--- src/rtl/md_pkg.sv ---
// Shared types and constants for the multiply/divide issue controller.
package md_pkg;

  typedef enum logic [3:0] {
    MD_NONE = 4'd0,
    MULT    = 4'd1,
    MULTU   = 4'd2,
    DIV     = 4'd3,
    DIVU    = 4'd4,
    MADD    = 4'd5,
    MTHI    = 4'd6,
    MTLO    = 4'd7,
    MFHI    = 4'd8,
    MFLO    = 4'd9
  } md_op_t;

  typedef enum logic {
    ST_IDLE = 1'b0,
    ST_WAIT = 1'b1
  } md_state_t;

  localparam logic [1:0] RD_NONE = 2'd0;
  localparam logic [1:0] RD_HI   = 2'd1;
  localparam logic [1:0] RD_LO   = 2'd2;

  // Ops that start a multi-cycle operation in the unit.
  function automatic logic md_starts_unit(input md_op_t op);
    return (op == MULT) || (op == MULTU) || (op == DIV) ||
           (op == DIVU) || (op == MADD);
  endfunction

endpackage

--- src/rtl/md_issue_ctrl.sv ---
// Issue controller between the E stage and the multiply/divide unit.
// Optional macro MD_MADD_EN enables issuing MADD; otherwise MADD is a non-md op.
//
// state   | meaning
// IDLE    | unit free; md ops are accepted in the cycle they appear
// WAIT    | unit started; md ops stall until busy drops or the wait times out
module md_issue_ctrl
  import md_pkg::*;
#(
  parameter int MAX_WAIT = 15
) (
  input  logic       clk,
  input  logic       reset,
  input  logic       valid_E,
  input  logic       flush_E,
  input  md_op_t     op_E,
  input  logic       busy,
  output logic       mult,
  output logic       multu,
  output logic       div,
  output logic       divu,
  output logic       madd,
  output logic       mthi,
  output logic       mtlo,
  output logic       stall,
  output logic [1:0] rd_sel,
  output logic       timeout_err
);

`ifdef MD_MADD_EN
  localparam logic MADD_EN = 1'b1;
`else
  localparam logic MADD_EN = 1'b0;
`endif

  localparam logic [4:0] CNT_LAST = 5'(MAX_WAIT - 1);

  md_state_t  state, state_next;
  logic [4:0] cnt, cnt_next;
  logic       timeout_q, timeout_set;
  logic       is_md, live, accept;

  // Unknown encodings and a disabled MADD behave like ordinary non-md instructions.
  assign is_md  = (op_E != MD_NONE) && (op_E <= MFLO) && !((op_E == MADD) && !MADD_EN);
  assign live   = valid_E && !flush_E && !reset && is_md;
  assign accept = live && (state == ST_IDLE);

  always_ff @(posedge clk) begin
    if (reset) begin
      state     <= ST_IDLE;
      cnt       <= 5'd0;
      timeout_q <= 1'b0;
    end else begin
      state     <= state_next;
      cnt       <= cnt_next;
      timeout_q <= timeout_q || timeout_set;
    end
  end

  always_comb begin
    state_next  = state;
    cnt_next    = cnt;
    timeout_set = 1'b0;
    case (state)
      ST_IDLE: begin
        if (accept && md_starts_unit(op_E)) begin
          state_next = ST_WAIT;
          cnt_next   = 5'd0;
        end
      end
      ST_WAIT: begin
        if (!busy) begin
          state_next = ST_IDLE;
        end else if (cnt == CNT_LAST) begin
          timeout_set = 1'b1;
          state_next  = ST_IDLE;
        end else begin
          cnt_next = cnt + 5'd1;
        end
      end
      default: state_next = ST_IDLE;
    endcase
  end

  always_comb begin
    mult   = 1'b0;
    multu  = 1'b0;
    div    = 1'b0;
    divu   = 1'b0;
    madd   = 1'b0;
    mthi   = 1'b0;
    mtlo   = 1'b0;
    rd_sel = RD_NONE;
    if (accept) begin
      case (op_E)
        MULT:  mult  = 1'b1;
        MULTU: multu = 1'b1;
        DIV:   div   = 1'b1;
        DIVU:  divu  = 1'b1;
`ifdef MD_MADD_EN
        MADD:  madd  = 1'b1;
`endif
        MTHI:  mthi  = 1'b1;
        MTLO:  mtlo  = 1'b1;
        MFHI:  rd_sel = RD_HI;
        MFLO:  rd_sel = RD_LO;
        default: ;
      endcase
    end
  end

  assign stall       = live && (state == ST_WAIT);
  assign timeout_err = timeout_q;

endmodule

--- config.mk ---
export PLATFORM = sky130hd
export DESIGN_NAME = md_issue_ctrl
export DESIGN_NICKNAME = d
export VERILOG_FILES = /design/src/rtl/md_pkg.sv /design/src/rtl/md_issue_ctrl.sv
export SDC_FILE = /design/constraint.sdc
export NUM_CORES = 1
export LEC_CHECK = 0
export ABC_AREA = 1
export BUFFER_PORTS_ARGS = -buffer_cell sky130_fd_sc_hd__buf_2
export CORE_AREA = 2 2 39 41
export CTS_BUF_LIST = sky130_fd_sc_hd__clkbuf_4 sky130_fd_sc_hd__clkbuf_8 sky130_fd_sc_hd__clkbuf_16
export DETAILED_ROUTE_END_ITERATION = 8
export DIE_AREA = 0 0 41 43
export PLACE_DENSITY = 0.69
export SYNTH_ARGS = -nofsm -noshare
export SYNTH_HDL_FRONTEND = slang
export SYNTH_SLANG_ARGS = --single-unit
--- constraint.sdc ---
create_clock -name clk -period 1.3 [get_ports clk]
set_input_delay 0.13 -clock clk [delete_from_list [all_inputs] [get_ports clk]]
set_output_delay 0.13 -clock clk [all_outputs]
set_load 0.05 [all_outputs]
Word-level counts from Yosys, hierarchy flattened
Cells that the tools add are included.
{ "word_totals": {"reg_bits": 7, "out_inout_bits": 11, "elab_cells": 62, "inputBits": 9} }
{ "classes": {"order_cmp": 1, "addsub": 1, "n_eq_ne": 13, "muxes": 25, "n_reduce_logical": 18, "bitwise_logic": 1} }
{ "ops": {"columns": ["operator", "count"], "rows": [
  ["$mux 1", 18],
  ["$eq 4x3->1 const B", 4],
  ["$mux 5", 3],
  ["$pmux 5 s2", 1],
  ["$eq 4x2->1 const B", 2],
  ["$eq 4x4->1 const B", 2],
  ["$logic_and 1x1->1", 8],
  ["$add 5x1->5 const B", 1],
  ["$eq 5x4->1 const B", 1],
  ["$logic_or 1x1->1", 5],
  ["$eq 4x1->1 const B", 1],
  ["$le 4x4->1 const B", 1],
  ["$ne 2x2->1 const B", 2],
  ["$pmux 2 s2", 1],
  ["$reduce_bool 4->1", 1],
  ["$logic_not 1->1", 3],
  ["$reduce_and 3->1", 1],
  ["$mux 2", 1],
  ["$ne 2x1->1 const B", 1],
  ["$pmux 1 s2", 1],
  ["$not 1->1", 1]
]} }

Longest topological paths before layout
{ "logic_depth": {"word_depth": 8, "mapped_depth": 8, "ltp_nobuf": 8} }

Worst setup path after synthesis
OpenSTA, ideal clock, no wires.
{ "synth_path": {"path_type": "input port to output port", "startpoint": "input flush_E", "endpoint": "output rd_sel[0]", "arrival_time_ns": 1.374, "n_path_buf": 0, "cell_stages": 7, "path_slack_ns": -0.204, "t_required_ns": 1.170, "cell_sequence": "nor2_1 > nand2_1 > nor2_4 > nand2_2 > nor2_2 > nand3_1 > nor2_1"} }
{ "synth_between": {"elab_chain_len": 6} }
{ "synth_lines": {"columns": ["element", "line", "rtl"], "rows": [
  ["start: declaration", "md_issue_ctrl.sv:15", "input logic flush_E,"],
  ["$logic_not 1->1", "md_issue_ctrl.sv:45", "assign live = valid_E && !flush_E && !reset && is_md;"],
  ["$logic_and 1x1->1 (3 in a row)", "md_issue_ctrl.sv:45", null],
  ["$logic_and 1x1->1", "md_issue_ctrl.sv:46", "assign accept = live && (state == ST_IDLE);"],
  ["$mux 2", "md_issue_ctrl.sv:94", "if (accept) begin"],
  ["end: declaration", "md_issue_ctrl.sv:26", "output logic [1:0] rd_sel,"]
]} }
Every way passes these cells.

Worst setup path in the final report
{ "layout_path": {"startpoint": "register state", "endpoint": "output mthi"} }
{ "layout_between": {"elab_chain_len": 3} }
{ "layout_lines": {"columns": ["element", "line", "rtl"], "rows": [
  ["start: declaration", "md_issue_ctrl.sv:38", "md_state_t state, state_next;"],
  ["start signal: assignment", "md_issue_ctrl.sv:54", "state <= state_next;"],
  ["$not 1->1", null, null],
  ["$logic_and 1x1->1", "md_issue_ctrl.sv:46", null],
  ["$mux 1", "md_issue_ctrl.sv:94", null],
  ["end: declaration", "md_issue_ctrl.sv:23", "output logic mthi,"]
]} }
Every way passes these cells.

==> flow_summary.ini <==
[placed_design]
placed_area_um2 = 758
dp.cells = 128
dp_hpwl_um = 1030
place_ws_ns = -0.0610
gp_congestion = 0.741
port_buffers = 18

[detailed_routing]
firstDrtPassIters = 4
vias = 659
drtAntennaViolNets = 0
drcViolationCount = 0
vias_per_cell = 4.95
route.met2.wl_um = 830
wl_um = 1520
dr_wl_met3_um = 67
routedWlPerCell_um = 11.4
topRoutingLayerUsed = met3
met1Wirelength_um = 616
drtIter0Drc = 17

[logic_synthesis]
netlist_instances = 82
syn-num-nets = 93
synth.area.top_cells = dfxtp_1 25%, nor2_1 11%, nand2_1 10%, nand3_1 8.1%, nand2_2 5.6%
yosysTopAreaCellShare = 0.251
yosys.area.top_type = dfxtp_1
yosys_warnings = 0
synthesis.area_um2 = 558
synth.distinct_cells = 20
syn_area_per_cell_um2 = 6.81
synth-seq-area-share = 0.251
ys_ff_latch = 7

[clock_tree]
cts_buffer_depth = 2
clk_pin_slew_ns = 0.05
cts-root-buf = clkbuf_4
cts_buffers = 3
cts_tree = yes
clock_latency_ns = 0.25
cts.sinks = 7
cts_max_level = 1

[pwr]
total_leakage_power_nw = 0.395
power_mw = 0.542
power_density_nw_per_um2 = 561
ir_drop_mv = 0.497

[setup_path]
crit_type = reg2out
critPathCaptureType = output pin
cp_cell_sequence = nor2_4 > nand3_2 > nor2_1 > buf_6
startpoint = state$_SDFF_PP0_
cpMaxStageDelayCell = dfxtp_4
cp-start-kind = flip-flop
cp.required_ns = 1.17
r2r_start = cnt[0]$_SDFFE_PP0P_
arrival_ns = 1.18
cp.depth = 4
cp.buffers_inverters = 1
crit_path_max_fanout = 3
critPathMaxStageDelay_ns = 0.35
cp_top_family = simple AND/OR/NAND/NOR gates
reg2reg_depth = 7

[die]
start_util = 0.403
design.die.area_um2 = 1760
die_h_um = 43
coreArea_um2 = 1380
die_w_um = 41
io-pin-count = 20
rows = 14

[hold_path]
min_path_cells = 3
hp-class = in2reg
min_from = busy

[grt]
grt_pass1_vias = 588
grt_usage = 0.185
grt_overflow = 0
grt_max_degree = 7
antenna_found_initial = 0
grt_first_pass_wirelength_um = 2240

[timing]
finalHoldViolations = 0
period_minus_slack_ns = 1.31
holdWs_ns = 0.183
rsz0062_at_grt = true
maxSlewViolCount = 0
finClkSkew_ns = 0.00583
setup_viol = 4
fin_ws_ns = -0.00636
setup_tns_ns = -0.0107
max_freq_mhz = 765
min_period_over_period = 1.00

[finish]
diodes = 0
final_cell_mix = 14 x buf_4, 10 x nand2_1, 10 x nor2_1, 9 x nand2_2, 9 x buf_2
drive_above_1_share = 0.658
nNetsFinal = 129
finalInstanceArea_um2 = 965
fin_cells = 133
final_common_cell = buf_4
area_growth_pct = 72.9
utilization = 0.697

[run_status]
outcome = finished, violations left
violations = negative setup slack

[job]
drv_cap = 0
## power by group
part / leakage (nW) / internal [mW] / switching (mW)
logic: 0.318 / 0.0417 / 0.0672
registers: 0.0582 / 0.214 / 0.000584
clock network: 0.0184 / 0.138 / 0.0806
## sequential cells by signal (all words and copies together), names as in the netlist
name,count
state,1
timeout_err,1
cnt,5
## worst reg2reg max path, stage by stage (launching register included)
cell      delay (ns)
dfxtp_2         0.32
inv_2           0.07
ha_4            0.14
nand3_4         0.08
o211ai_4        0.30
nand2_4         0.14
nand3_2         0.08
o21ai_1         0.06
## area by class of cell
| cell class | instances | area, um^2 |
|---|---|---|
| clock buffer | 4 | 30.0 |
| fill | 111 | 419 |
| inverter | 8 | 30.0 |
| multi-input combinational | 66 | 490 |
| sequential | 7 | 146 |
| tap | 16 | 20.0 |
| timing repair buffer | 32 | 248 |
## kinds of logic (layout without fill, tap and decap cells)
family	count (synthesis)	in the layout	share of synthesized area
adder cells (fa/ha/maj)	2	2	0.0448
AO/OA/AOI/OAI	8	8	0.101
buffers and inverters	9	44	0.0673
flip-flops	7	7	0.251
other	1	1	0.00672
XOR/XNOR	3	3	0.0471
AND/OR/NAND/NOR	52	52	0.482
## final timing paths
check / to / slack [ns]
max: mthi / -0.006
min reg2reg: timeout_err$_SDFF_PP0_ / 0.45
min: timeout_err$_SDFF_PP0_ / 0.18
max reg2reg: cnt[1]$_SDFFE_PP0P_ / 0
## synthesized netlist by cell type
cell type	instances
inv_2	3
xor2_1	2
o21ai_1	1
nor2_2	2
dfxtp_1	7
conb_1	1
xnor2_1	1
nand2_2	5
nand2_4	1
ha_1	2
nor2_4	1
nand3_2	2
nor2_1	16
buf_4	1
a21oi_1	6
o211ai_4	1
inv_1	5
nand2_1	15
nand3_1	9
nand4_4	1
## per-layer routing
| layer | GRT usage | vias up |
|---|---|---|
| li1 | - | 332 |
| met1 | 0.206 | 312 |
| met2 | 0.319 | 15 |
| met3 | 0.0785 | 0 |
| met4 | 0.0200 | 0 |
| met5 | 0 | - |
## timing repair
item                                    CTS  global route
resized for setup                        14            37
endpoints found under the setup margin    8            14
hold buffers                              0             0
buffers inserted                          0             1
pin swaps                                 0             6
(Power assumes the default switching activity.)
